--- config.mk ---
export PLATFORM = sky130hd
export DESIGN_NAME = baud_tick_gen
export DESIGN_NICKNAME = d
export VERILOG_FILES = /design/src/rtl/baud_tick_gen.sv
export SDC_FILE = /design/constraint.sdc
export NUM_CORES = 1
export LEC_CHECK = 0
export CORE_ASPECT_RATIO = 0.9
export CORE_MARGIN = 3
export CORE_UTILIZATION = 55
export CTS_CLUSTER_DIAMETER = 100
export DETAILED_ROUTE_END_ITERATION = 6
export PLACE_DENSITY = 0.8
export SETUP_SLACK_MARGIN = 0.5
export SLEW_MARGIN = 10
export SYNTH_ARGS = -nofsm -noshare
export SYNTH_HDL_FRONTEND = slang
export SYNTH_SLANG_ARGS = --single-unit
--- constraint.sdc ---
create_clock -name clk -period 2.5 [get_ports clk]
set_input_delay 0.5 -clock clk [delete_from_list [all_inputs] [get_ports clk]]
set_output_delay 0.5 -clock clk [all_outputs]
set_load 0.02 [all_outputs]
--- src/rtl/baud_tick_gen.sv ---
// UART baud/oversample tick generator: independent TX and RX phase counters
// sharing one divisor that is shadowed and swapped only on a TX bit boundary.

module baud_phase_ctr #(
    parameter int DVSR_W = 11,
    parameter int OVS    = 16,
    parameter int OS_W   = 4
) (
    input  logic              clk,
    input  logic              rst,
    input  logic              en_i,
    input  logic              clr_i,
    input  logic [DVSR_W-1:0] dvsr_act_i,
    output logic              os_tick_o,
    output logic [OS_W-1:0]   os_idx_o
);
    logic [DVSR_W-1:0] pre_q, pre_d;
    logic [OS_W-1:0]   os_q, os_d;

    // Equality against the divisor keeps D=all-ones safe: D+1 is never formed.
    assign os_tick_o = en_i && !rst && !clr_i && (pre_q == dvsr_act_i);
    assign os_idx_o  = os_q;

    always_comb begin
        pre_d = pre_q + DVSR_W'(1);
        os_d  = os_q;
        if (!en_i || clr_i) begin
            pre_d = '0;
            os_d  = '0;
        end else if (os_tick_o) begin
            pre_d = '0;
            os_d  = (os_q == OS_W'(OVS - 1)) ? '0 : os_q + OS_W'(1);
        end
    end

    always_ff @(posedge clk or posedge rst) begin
        if (rst) begin
            pre_q <= '0;
            os_q  <= '0;
        end else begin
            pre_q <= pre_d;
            os_q  <= os_d;
        end
    end
endmodule

module baud_tick_gen #(
    parameter int DVSR_W    = 11,
    parameter int OVS       = 16,
    parameter int SAMPLE_PT = 7
) (
    input  logic              clk,
    input  logic              rst,
    input  logic              en,
    input  logic [DVSR_W-1:0] dvsr,
    input  logic              rx_resync,
    output logic              tx_os_tick,
    output logic              tx_tick,
    output logic              rx_os_tick,
    output logic              rx_sample,
    output logic [DVSR_W-1:0] dvsr_act
);
    localparam int OS_W    = $clog2(OVS);
    localparam int N_PATHS = 2;   // path 0 = TX, path 1 = RX

    logic [N_PATHS-1:0]           path_clr;
    logic [N_PATHS-1:0]           path_tick;
    logic [N_PATHS-1:0][OS_W-1:0] path_os;
    logic [DVSR_W-1:0]            dvsr_act_q, dvsr_act_d;

    // Only RX can be re-phased; TX runs free from enable.
    assign path_clr = {rx_resync, 1'b0};

    for (genvar p = 0; p < N_PATHS; p++) begin : g_path
        baud_phase_ctr #(
            .DVSR_W(DVSR_W),
            .OVS   (OVS),
            .OS_W  (OS_W)
        ) u_ctr (
            .clk       (clk),
            .rst       (rst),
            .en_i      (en),
            .clr_i     (path_clr[p]),
            .dvsr_act_i(dvsr_act_q),
            .os_tick_o (path_tick[p]),
            .os_idx_o  (path_os[p])
        );
    end

    assign tx_os_tick = path_tick[0];
    assign tx_tick    = path_tick[0] && (path_os[0] == OS_W'(OVS - 1));
    assign rx_os_tick = path_tick[1];
    assign rx_sample  = path_tick[1] && (path_os[1] == OS_W'(SAMPLE_PT));
    assign dvsr_act   = dvsr_act_q;

    // Divisor tracks the input while idle, else swaps only at a TX bit edge.
    always_comb begin
        dvsr_act_d = dvsr_act_q;
        if (!en || tx_tick)
            dvsr_act_d = dvsr;
    end

    always_ff @(posedge clk or posedge rst) begin
        if (rst)
            dvsr_act_q <= '0;
        else
            dvsr_act_q <= dvsr_act_d;
    end
endmodule

==> run metrics <==
slowest CP cell=dfrtp_1; Clk network pwr share=0.324; antenna cells=0; crit-path max cell delay=0.44 ns; global placement routability congestion=about 0.87; Synth Area per Inst=between 10 and 15 um2; antenna viol nets, final=0; post-detail-place hpwl=3.98 mm; CP arrival=1.85 ns; number of port buffers=29; crit path time final=2.35 ns; Fin Hold WS=between 0.2 and 0.3 ns; clock root cell=clkbuf_8; Die Span Y=66.8 um; Setup violations, final=0; sw power=465 uW; PD cells=475 nW/um2; Worst R2R Setup Slack=0.22 ns; Filler cells=121; Power Internal=1.21 mW; clk slew on worst S/H paths=0.09 ns; share of cells above drive strength 1=0.458; gr ovfl total=0; Post-Place Cell Area=2920 um2; ys async rst share=1.00; chip width=about 74 um; drt drc=0; Max Cap Violations=0; row cnt=21; Highest Signal Layer=met4; Final Worst Setup Slack=0.150 ns; # clock sinks=41; first-pass GRT wire length=11.0 mm; Pre-antenna DRT Iters=6; vias per std cell=6.41; final cell count without fillers=356; Final Hold Viols=0; Period Utilization, post-route=0.940; FF+latch count, synth=between 40 and 50; Synth Net Count=234; Comb power frac=0.238; Cell variety after synth=40; number of synthesized flops with an enable pin=0; starting density of the core=0.589; met3 WL=770 um; vias in the first global route=approximately 2,200; overall power=1.68 mW; VDD IR max=0.000447 V; Core Util, Final=0.921; initial antenna violation count=0; final WL=8.43 mm; status=complete, no violations; CTS HTree Levels=2; clock buffer depth=2; switching portion of total power=0.277; final net count=between 300 and 400; CTS tree=built; highest clock rate=426 MHz; design area=3530 um2; Gate Count Post-Synth=215; num ports=30; dpl ws=-0.463 ns; final max-slew violation count=0; WP data required=2.00 ns; Num CTS Buffers=5; Met2 Routed Length=4.07 mm; RSZ-0062 raised after global routing=true; Warnings, synthesis=0; Core Area=3840 um2; slew margin rel.=0.628; HP Class=in2async; sequential power share=0.438; DR iter-0 viols=370; setup TNS=0 ns; register area share after synthesis=0.454; CP max FO=2; die area=between 4000 and 5000 um2; Leak Pwr=roughly 1.6 nW; DR WL/cell=23.7 um; GR Util All Layers=0.301; wire length on met1=3.12 mm; P&R area growth vs syn=56.4%; worst-path cell chain=xnor2_2 -> nand4_1 -> nor3_4 -> and4b_2 -> buf_6; skew final=0.0147 ns; vias=2,282; Startpoint Class=register; main flop type after synthesis=dfrtp_1; Inst Count DP=~320; measured slew at the worst slew-check pin=0.557 ns; mapped cell area=2260 um2; CP Class=reg2out; CP Capture Type=output pin; largest net degree at the start of global routing=33; Clock Latency Late Sink=0.30 ns
cells by family (layout without fill, tap and decap cells):
kind of cell	after synthesis	count (layout)	share of synthesized area
buffers and inverters	15	110	0.0299
xor gates and xnor gates	40	40	0.158
DFF	41	41	0.454
and+or+nand+nor	87	87	0.214
AOI/OAI and AO/OA	13	13	0.0493
muxes	15	15	0.0725
adders and majority gates	4	4	0.0221
worst paths after layout:
check | from | to | cells after the start
max | g_path[1].u_ctr.pre_q[8]$_DFF_PP0_ | rx_sample | 5
max reg2reg | g_path[0].u_ctr.pre_q[7]$_DFF_PP0_ | dvsr_act[3]$_DFFE_PP0P_ | 8
min | rst | g_path[0].u_ctr.os_idx_o[3]$_DFFE_PP0P_ | 2
min reg2reg | g_path[0].u_ctr.os_idx_o[3]$_DFFE_PP0P_ | g_path[0].u_ctr.os_idx_o[3]$_DFFE_PP0P_ | 2
min in group clk | g_path[0].u_ctr.os_idx_o[3]$_DFFE_PP0P_ | g_path[0].u_ctr.os_idx_o[3]$_DFFE_PP0P_ | 2
max in group asynchronous | rst | dvsr_act[4]$_DFFE_PP0P_ | 3
worst max-delay path: cells and delay by family, from the launching register on:
family	cells	cell delay [ns]
xor gates and xnor gates	1	0.24
buffers and inverters	1	0.11
DFF	1	0.44
and+or+nand+nor	3	0.76
synth_stat cells (all sizes together), types with 5 or more instances:
cell type  instances  area [um2]
and4               5        43.8
dfrtp             41        1030
inv                8        30.0
mux2              11         124
nand2             12        45.0
nand3              6        30.0
nand4             17         119
nor2              22        82.6
nor3               5        25.0
xnor2             31         279
xor2               9        78.8
cell type report:
class / count / area [um2] / share of cell area
Timing Repair Buffer: 94 / 852 / 0.241
Inverter: 8 / 35.0 / 0.00992
Clock buffer: 6 / 72.6 / 0.0205
Tap cell: 46 / 57.6 / 0.0163
Multi-Input combinational cell: 159 / 1430 / 0.405
Sequential cell: 41 / 1050 / 0.296
Clock inverter: 2 / 38.8 / 0.0110
metal layers:
layer | track usage | vias up
met5 | 0 | -
met4 | 0.0860 | 0
met3 | 0.0528 | 53
met2 | 0.522 | 176
met1 | 0.383 | 1107
li1 | - | 946
what timing repair did:
item,in CTS,in global routing
hold buffers,0,0
pin swaps,15,18
endpoints found under the setup margin,28,28
setup buffers,21,6
hold endpoints to repair,0,0
resized for setup,61,31
cloned,1,1
power by group through the flow:
stage                     Clock [mW]  Sequential (mW)  Combinational, mW
after floorplan                    0            0.753              0.113
after global placement             0            0.738              0.263
after detailed placement           0            0.739              0.271
after CTS                      0.544            0.728              0.347
after global routing           0.566            0.738              0.416
final                          0.543            0.734              0.400
sequential cells by signal (all words and copies together) (netlist names):
name,cells
g_path.u_ctr.pre_q,22
g_path.u_ctr.os_idx_o,8
dvsr_act,11
cell usage in the layout (no fill, tap or decap), types with 5 or more instances in the layout:
| master | netlist | routed |
|---|---|---|
| buf_4 | 0 | 54 |
| dfrtp_1 | 41 | 25 |
| clkdlybuf4s50_1 | 0 | 21 |
| xnor2_2 | 1 | 20 |
| nor2_1 | 22 | 18 |
| dfrtp_2 | 0 | 16 |
| nand4_1 | 15 | 15 |
| nand2_1 | 12 | 12 |
| buf_6 | 1 | 12 |
| xnor2_1 | 30 | 11 |
| mux2_4 | 0 | 11 |
| xor2_1 | 9 | 9 |
| inv_1 | 7 | 7 |
| nand3_1 | 6 | 6 |
| and4_1 | 5 | 5 |
| clkbuf_8 | 0 | 5 |
Power figures use the tool's default switching activity.
